**src/rtl/chroma_key_ctrl.sv**
```systemverilog
// chroma_key_ctrl: frame-synchronous keyer settings, background address generation and keyed-pixel stats.
// Define CHROMA_IRQ_EN to build IRQ_EN, IRQ_PEND and the end-of-frame interrupt.
module chroma_key_ctrl #(
    parameter int         H_ACTIVE    = 640,
    parameter int         V_ACTIVE    = 480,
    parameter int         ADDR_W      = 19,
    parameter logic [9:0] DEFAULT_THR = 10'h1FF
) (
    input  logic              iCLK27,
    input  logic              iRST,
    input  logic [2:0]        iAddr,
    input  logic              iWrite,
    input  logic [31:0]       iWriteData,
    input  logic              iRead,
    output logic [31:0]       oReadData,
    input  logic              iSOF,
    input  logic              iPixValid,
    input  logic              iIsKeyed,
    output logic [9:0]        oThreshold,
    output logic              oKeyEn,
    output logic [ADDR_W-1:0] oBgAddr,
    output logic              oIrq
);
    localparam int NPIX = H_ACTIVE * V_ACTIVE;
    localparam int CW   = $clog2(NPIX + 1);

    typedef enum logic [1:0] {IDLE, ARMED, ACTIVE} state_t;
    state_t state_q, state_d;

    logic              en_q, en_d;
    logic [9:0]        thr_q, thr_d, sh_thr_q, sh_thr_d;
    logic [ADDR_W-1:0] base_q, base_d, sh_base_q, sh_base_d, bg_q, bg_d;
    logic [CW-1:0]     pix_q, pix_d;
    logic [19:0]       run_q, run_d, kc_q, kc_d;
    logic [15:0]       fc_q, fc_d;
    logic              ovr_q, ovr_d;
    logic [31:0]       rd_q, rd_d, rd_mux;
    logic              key_en, load, close, pix_ok, full, w1c, irq_en_v, pend_v;
    logic              unused_wdata;

    assign unused_wdata = ^iWriteData[31:ADDR_W];

    always_ff @(posedge iCLK27 or posedge iRST) begin
        if (iRST) state_q <= IDLE;
        else      state_q <= state_d;
    end

    always_comb begin
        state_d = state_q;
        case (state_q)
            IDLE:    if (en_q) state_d = ARMED;
            ARMED:   if (iSOF) state_d = ACTIVE; else if (!en_q) state_d = IDLE;
            ACTIVE:  if (iSOF && !en_q) state_d = IDLE;
            default: state_d = IDLE;
        endcase
    end

    always_comb begin
        key_en = state_q == ACTIVE;
        load   = iSOF && state_q != IDLE;
        close  = iSOF && state_q == ACTIVE;
    end

    // A pixel coinciding with iSOF belongs to no frame and is dropped.
    always_comb begin
        w1c       = iWrite && iAddr == 3'd3;
        pix_ok    = iPixValid && !iSOF;
        full      = pix_q == CW'(NPIX);
        en_d      = (iWrite && iAddr == 3'd0) ? iWriteData[0] : en_q;
        thr_d     = (iWrite && iAddr == 3'd1) ? iWriteData[9:0] : thr_q;
        base_d    = (iWrite && iAddr == 3'd2) ? iWriteData[ADDR_W-1:0] : base_q;
        sh_thr_d  = load ? thr_q : sh_thr_q;
        sh_base_d = load ? base_q : sh_base_q;
        pix_d     = iSOF ? '0 : (pix_ok && !full) ? pix_q + 1'b1 : pix_q;
        bg_d      = sh_base_d + ADDR_W'(pix_d);
        ovr_d     = (pix_ok && full) || (ovr_q && !(w1c && iWriteData[2]));
        run_d     = iSOF ? '0 : (pix_ok && iIsKeyed && key_en && run_q != '1) ? run_q + 1'b1 : run_q;
        kc_d      = close ? run_q : kc_q;
        fc_d      = close ? fc_q + 1'b1 : fc_q;
    end

    always_comb begin
        rd_mux = '0;
        case (iAddr)
            3'd0: rd_mux = {30'd0, irq_en_v, en_q};
            3'd1: rd_mux = {22'd0, thr_q};
            3'd2: rd_mux = 32'(base_q);
            3'd3: rd_mux = {29'd0, ovr_q, pend_v, key_en};
            3'd4: rd_mux = 32'(kc_q);
            3'd5: rd_mux = 32'(fc_q);
            default: rd_mux = '0;
        endcase
        rd_d = iRead ? rd_mux : '0;
    end

    always_ff @(posedge iCLK27 or posedge iRST) begin
        if (iRST) begin
            en_q      <= 1'b0;
            thr_q     <= DEFAULT_THR;
            base_q    <= '0;
            sh_thr_q  <= DEFAULT_THR;
            sh_base_q <= '0;
            bg_q      <= '0;
            pix_q     <= '0;
            run_q     <= '0;
            kc_q      <= '0;
            fc_q      <= '0;
            ovr_q     <= 1'b0;
            rd_q      <= '0;
        end else begin
            en_q      <= en_d;
            thr_q     <= thr_d;
            base_q    <= base_d;
            sh_thr_q  <= sh_thr_d;
            sh_base_q <= sh_base_d;
            bg_q      <= bg_d;
            pix_q     <= pix_d;
            run_q     <= run_d;
            kc_q      <= kc_d;
            fc_q      <= fc_d;
            ovr_q     <= ovr_d;
            rd_q      <= rd_d;
        end
    end

`ifdef CHROMA_IRQ_EN
    logic irq_en_q, irq_en_d, pend_q, pend_d, irq_q;

    // A frame close outranks a simultaneous write-1-to-clear.
    always_comb begin
        irq_en_d = (iWrite && iAddr == 3'd0) ? iWriteData[1] : irq_en_q;
        pend_d   = close || (pend_q && !(w1c && iWriteData[1]));
    end

    always_ff @(posedge iCLK27 or posedge iRST) begin
        if (iRST) begin
            irq_en_q <= 1'b0;
            pend_q   <= 1'b0;
            irq_q    <= 1'b0;
        end else begin
            irq_en_q <= irq_en_d;
            pend_q   <= pend_d;
            irq_q    <= pend_d && irq_en_d;
        end
    end

    assign irq_en_v = irq_en_q;
    assign pend_v   = pend_q;
    assign oIrq     = irq_q;
`else
    assign irq_en_v = 1'b0;
    assign pend_v   = 1'b0;
    assign oIrq     = 1'b0;
`endif

    assign oReadData  = rd_q;
    assign oThreshold = sh_thr_q;
    assign oKeyEn     = key_en;
    assign oBgAddr    = bg_q;
endmodule

```
**config.mk**
```make
export PLATFORM = sky130hd
export DESIGN_NAME = chroma_key_ctrl
export DESIGN_NICKNAME = d
export VERILOG_FILES = /design/src/rtl/chroma_key_ctrl.sv
export SDC_FILE = /design/constraint.sdc
export NUM_CORES = 1
export LEC_CHECK = 0
export ABC_AREA = 1
export CAP_MARGIN = 0
export CORE_UTILIZATION = 30
export CTS_CLUSTER_DIAMETER = 50
export CTS_CLUSTER_SIZE = 25
export DETAILED_ROUTE_END_ITERATION = 8
export HOLD_SLACK_MARGIN = 0.03
export PLACE_DENSITY = 0.5
export SLEW_MARGIN = 5
export SYNTH_ARGS = -nofsm -noshare
export SYNTH_HDL_FRONTEND = slang
export SYNTH_SLANG_ARGS = --single-unit
```
**constraint.sdc**
```tcl
create_clock -name iCLK27 -period 16.3 [get_ports iCLK27]
set_input_delay 3.26 -clock iCLK27 [delete_from_list [all_inputs] [get_ports iCLK27]]
set_output_delay 3.26 -clock iCLK27 [all_outputs]
set_load 0.01 [all_outputs]
```
==> results.txt <==
----------------------------------------------------
[Status]
  Run status ... complete, no violations

[Final layout]
  Count of inserted antenna diode cells ... 0
  Utilization after layout ... 36.8%
  Post-route cell area ... 0.0104 mm^2
  Filler Cell Count ... 2857
  Proportion of layout cells with a drive suffix above 1 ... 9.15%
  Signed area change from the synthesized netlist to the final layout ... 19.3%
  Net count, final ... 1145

[GRT]
  Maximum number of pins on one net before global-route repair ... 112
  Via count of the first global-routing pass ... 6717
  Total global-route track usage ... 16.3%
  Total global routing overflow ... 0
  Global-route wire length before repair ... 36.7 mm
  Number of antenna violations at the first check in global routing ... 1

[STA]
  Final worst path period share ... 44.2%
  Fmax ... 139 MHz
  Number of failing setup endpoints in the final timing report ... 0
  RSZ-0062 raised after global routing ... false
  Total Neg Setup Slack ... 0 ps
  Final Hold Vio Count ... 0
  Final worst setup slack ... 9100 ps
  Worst-case headroom to the max-slew limit ... 33.2%
  Slew Viols, Final ... 0
  Worst Skew ... 10.9 ps
  Tightest Pin Transition ... 1000 ps
  Final critical-path required period ... 7200 ps

[Power and ir drop]
  Int Pwr ... 887 uW
  Sequential power share ... 43.6%
  Part of the power in the clock network ... 30.8%
  Total leakage power ... 0.00468 uW
  Power Total ... 1290 uW
  Fraction of power consumed by combinational cells ... 25.5%
  Switching part of the total power ... 31.2%
  Power Dens Cells ... 124 mW/mm^2
  NetSw ... 402 uW
  Peak supply drop ... 0.0785 mV

[Synthesis]
  Count leader, synth ... nand2_1
  Post-synth EDFFs ... 0
  Fraction of synthesized cell area taken by the top area cell type ... 45.5%
  Sequential area share after synthesis ... 51.0%
  Most used DFF post-synth ... dfrtp_1
  Number of distinct library cells after synthesis ... 47
  FFs w/ async S/R, synth ... 100%
  Synth cell count leaders ... 212 x nand2_1, 158 x dfrtp_1, 98 x inv_1, 98 x nor2_1
  Summed instance area of the synthesized netlist ... 0.00868 mm^2
  Top cell type by total area after synthesis ... dfrtp_1
  Post-synthesis register bit count ... 176
  Top cells by area in the synthesized netlist ... dfrtp_1 46%, nand2_1 9.2%, dfstp_2 5.4%, inv_1 4.2%, nor2_1 4.2%
  YS warnings ... 0
  Number of instances in the synthesized netlist ... 1008
  Mean post-synth cell area ... 8.61 um^2

[CTS]
  Worst-case clock buffer depth ... 2
  Post_cts resized ... 0
  CTS Hold Bufs ... 0
  Root buffer cell ... clkbuf_16
  Clock-pin slew on the worst setup and hold paths ... 70 ps
  Clock tree from TritonCTS ... built
  H-tree lvl count ... 4
  Cts bufs inserted ... 17
  Clock Sink Count ... 176
  Insertion delay to the later sink of the worst-skew pair ... 430 ps
  Buffers inserted during post-CTS setup optimization ... 0

[Run]
  Max-cap violations ... 0

[Detailed routing]
  Iteration-0 DRC count of the detailed router ... 410
  First-pass detailed-route iteration total ... 5
  DRC errors left ... 0
  Number of routed nets with antenna violations ... 0
  Routed wire length ... 22.5 mm
  Wirelength per Cell ... 15.3 um
  Via density per instance ... 4.65
  Via total after detailed routing ... 6834

[Worst hold path]
  Hold-critical path endpoint ... state_q[0]
  Worst hold-check path type ... flip-flop to flip-flop
  Count of cells along the worst hold path ... 1
  Worst Min Path Start ... state_q[1]

[Place]
  Placed standard-cell area ... 0.00979 mm^2
  Pre-CTS setup slack ... 8670 ps
  Number of buffers inserted by port buffering ... 78
  Half-perimeter wire length after detailed placement ... 16.5 mm
  Global placer's final weighted congestion ... 0.838

[Setup path]
  Worst Setup Path Type ... input port to flip-flop
  Crit Reg-Reg Endpoint ... oBgAddr[18]
  Worst-case reg-to-reg path depth ... 21
  Endpoint type of the worst setup path ... flip-flop
  Launching point of the worst reg2reg path ... pix_q[0]
  Worst EP arrival ... 7510 ps
  Setup slack of the most critical reg-to-reg path ... 12640 ps
  Max Fanout on Critical Path ... 36
  Crit start category ... input port
  Required time of the worst setup path ... 16600 ps

[Floorplan]
  Overall die height ... 172 um
  Die footprint ... 0.0296 mm^2
  Number of core rows ... 61
  Total I/O pin count ... 105
  Overall die width ... 172 um
  Area of the core region ... 0.0282 mm^2
  Initial Utilization ... 30.8%

----------------------------------------------------
cell type report:
class / instances / area, um^2 / share of cell area, %
sequential: 176 / 4430 / 42.7
clock buffer: 22 / 495 / 4.78
inverter: 116 / 440 / 4.25
multi-input combinational: 688 / 3650 / 35.2
tap: 378 / 473 / 4.57
timing repair buffer: 81 / 803 / 7.75
clock inverter: 10 / 75.1 / 0.725
registers in the layout (all words and copies together) (netlist names):
name and cells:
base_q 19, en_q 1, fc_q 16, kc_q 20
oBgAddr 19, oReadData 20, oThreshold 10, ovr_q 1
pix_q 19, run_q 20, sh_base_q 19, state_q 2
thr_q 10
worst max path at each step:
stage | startpoint | endpoint | slack, ps | cells after the start
global placement | iSOF | oBgAddr[18] | 8730 | 18
global route | iSOF | oBgAddr[18] | 8700 | 18
CTS | iSOF | oBgAddr[18] | 9130 | 18
detailed placement | iSOF | oBgAddr[18] | 8670 | 18
finish | iSOF | oBgAddr[18] | 9100 | 18
floorplan | iRST | base_q[0] | 8300 | 1
cell families after synthesis:
kind of cell / share of synthesized area (%)
AOI/OAI and AO/OA: 11.0
xor gates and xnor gates: 3.43
adders and majority gates: 3.40
buffers and inverters: 7.67
DFF: 51.0
muxes: 2.33
other: 0.0432
and+or+nand+nor: 21.1
critical path, stage by stage:
cell	delay, ps
clkdlybuf4s50_1	700
inv_2	690
nand2_1	240
inv_1	150
nand2_1	310
nor2_2	350
nand2_1	110
o21ai_1	130
nor2_1	90
ha_1	390
nand2_1	160
nor2_1	190
nand3b_1	110
nand3_1	220
nand2_1	80
nand3_1	100
nand3b_1	120
nand2_1	90
per-stage QoR:
step                      hold slack (ps)  std cells
final                                 472       1471
after global routing                  499       1471
after CTS                             471       1471
after detailed placement              458       1439
after global placement                445       1439
after floorplan                       436       1020
placed cells by master, fill, tap and decap left out, types with 4 or more instances in the layout:
| master | n |
|---|---|
| a21oi_1 | 53 |
| a221oi_1 | 8 |
| clkbuf_16 | 18 |
| clkdlybuf4s50_1 | 78 |
| clkinvlp_4 | 4 |
| conb_1 | 13 |
| dfrtp_1 | 158 |
| dfstp_2 | 18 |
| ha_1 | 22 |
| inv_1 | 97 |
| inv_2 | 17 |
| inv_6 | 4 |
| mux2_2 | 18 |
| nand2_1 | 212 |
| nand2_2 | 4 |
| nand3_1 | 53 |
| nand3b_1 | 5 |
| nand4_1 | 21 |
| nor2_1 | 98 |
| nor3_1 | 17 |
| nor4_1 | 4 |
| o21ai_0 | 41 |
| o21ai_1 | 48 |
| o22ai_1 | 4 |
| xnor2_1 | 6 |
| xor2_1 | 28 |
power by group through the flow:
stage	registers [uW]	logic, uW	clock network (uW)
floorplan	577	189	0
global placement	571	332	0
detailed placement	572	333	0
CTS	564	334	410
global route	572	372	426
finish	562	329	397
metal layers:
| layer | up-vias | GRT usage, % | part of all wire [%] |
|---|---|---|---|
| met1 | 3246 | 24.1 | 52 |
| met4 | 0 | 4.39 | 1.0 |
| met2 | 159 | 24.1 | 43 |
| li1 | 3414 | - | - |
| met3 | 15 | 3.00 | 4.4 |
| met5 | - | 0 | 0 |
No activity file was read; power rests on OpenSTA's default activity.
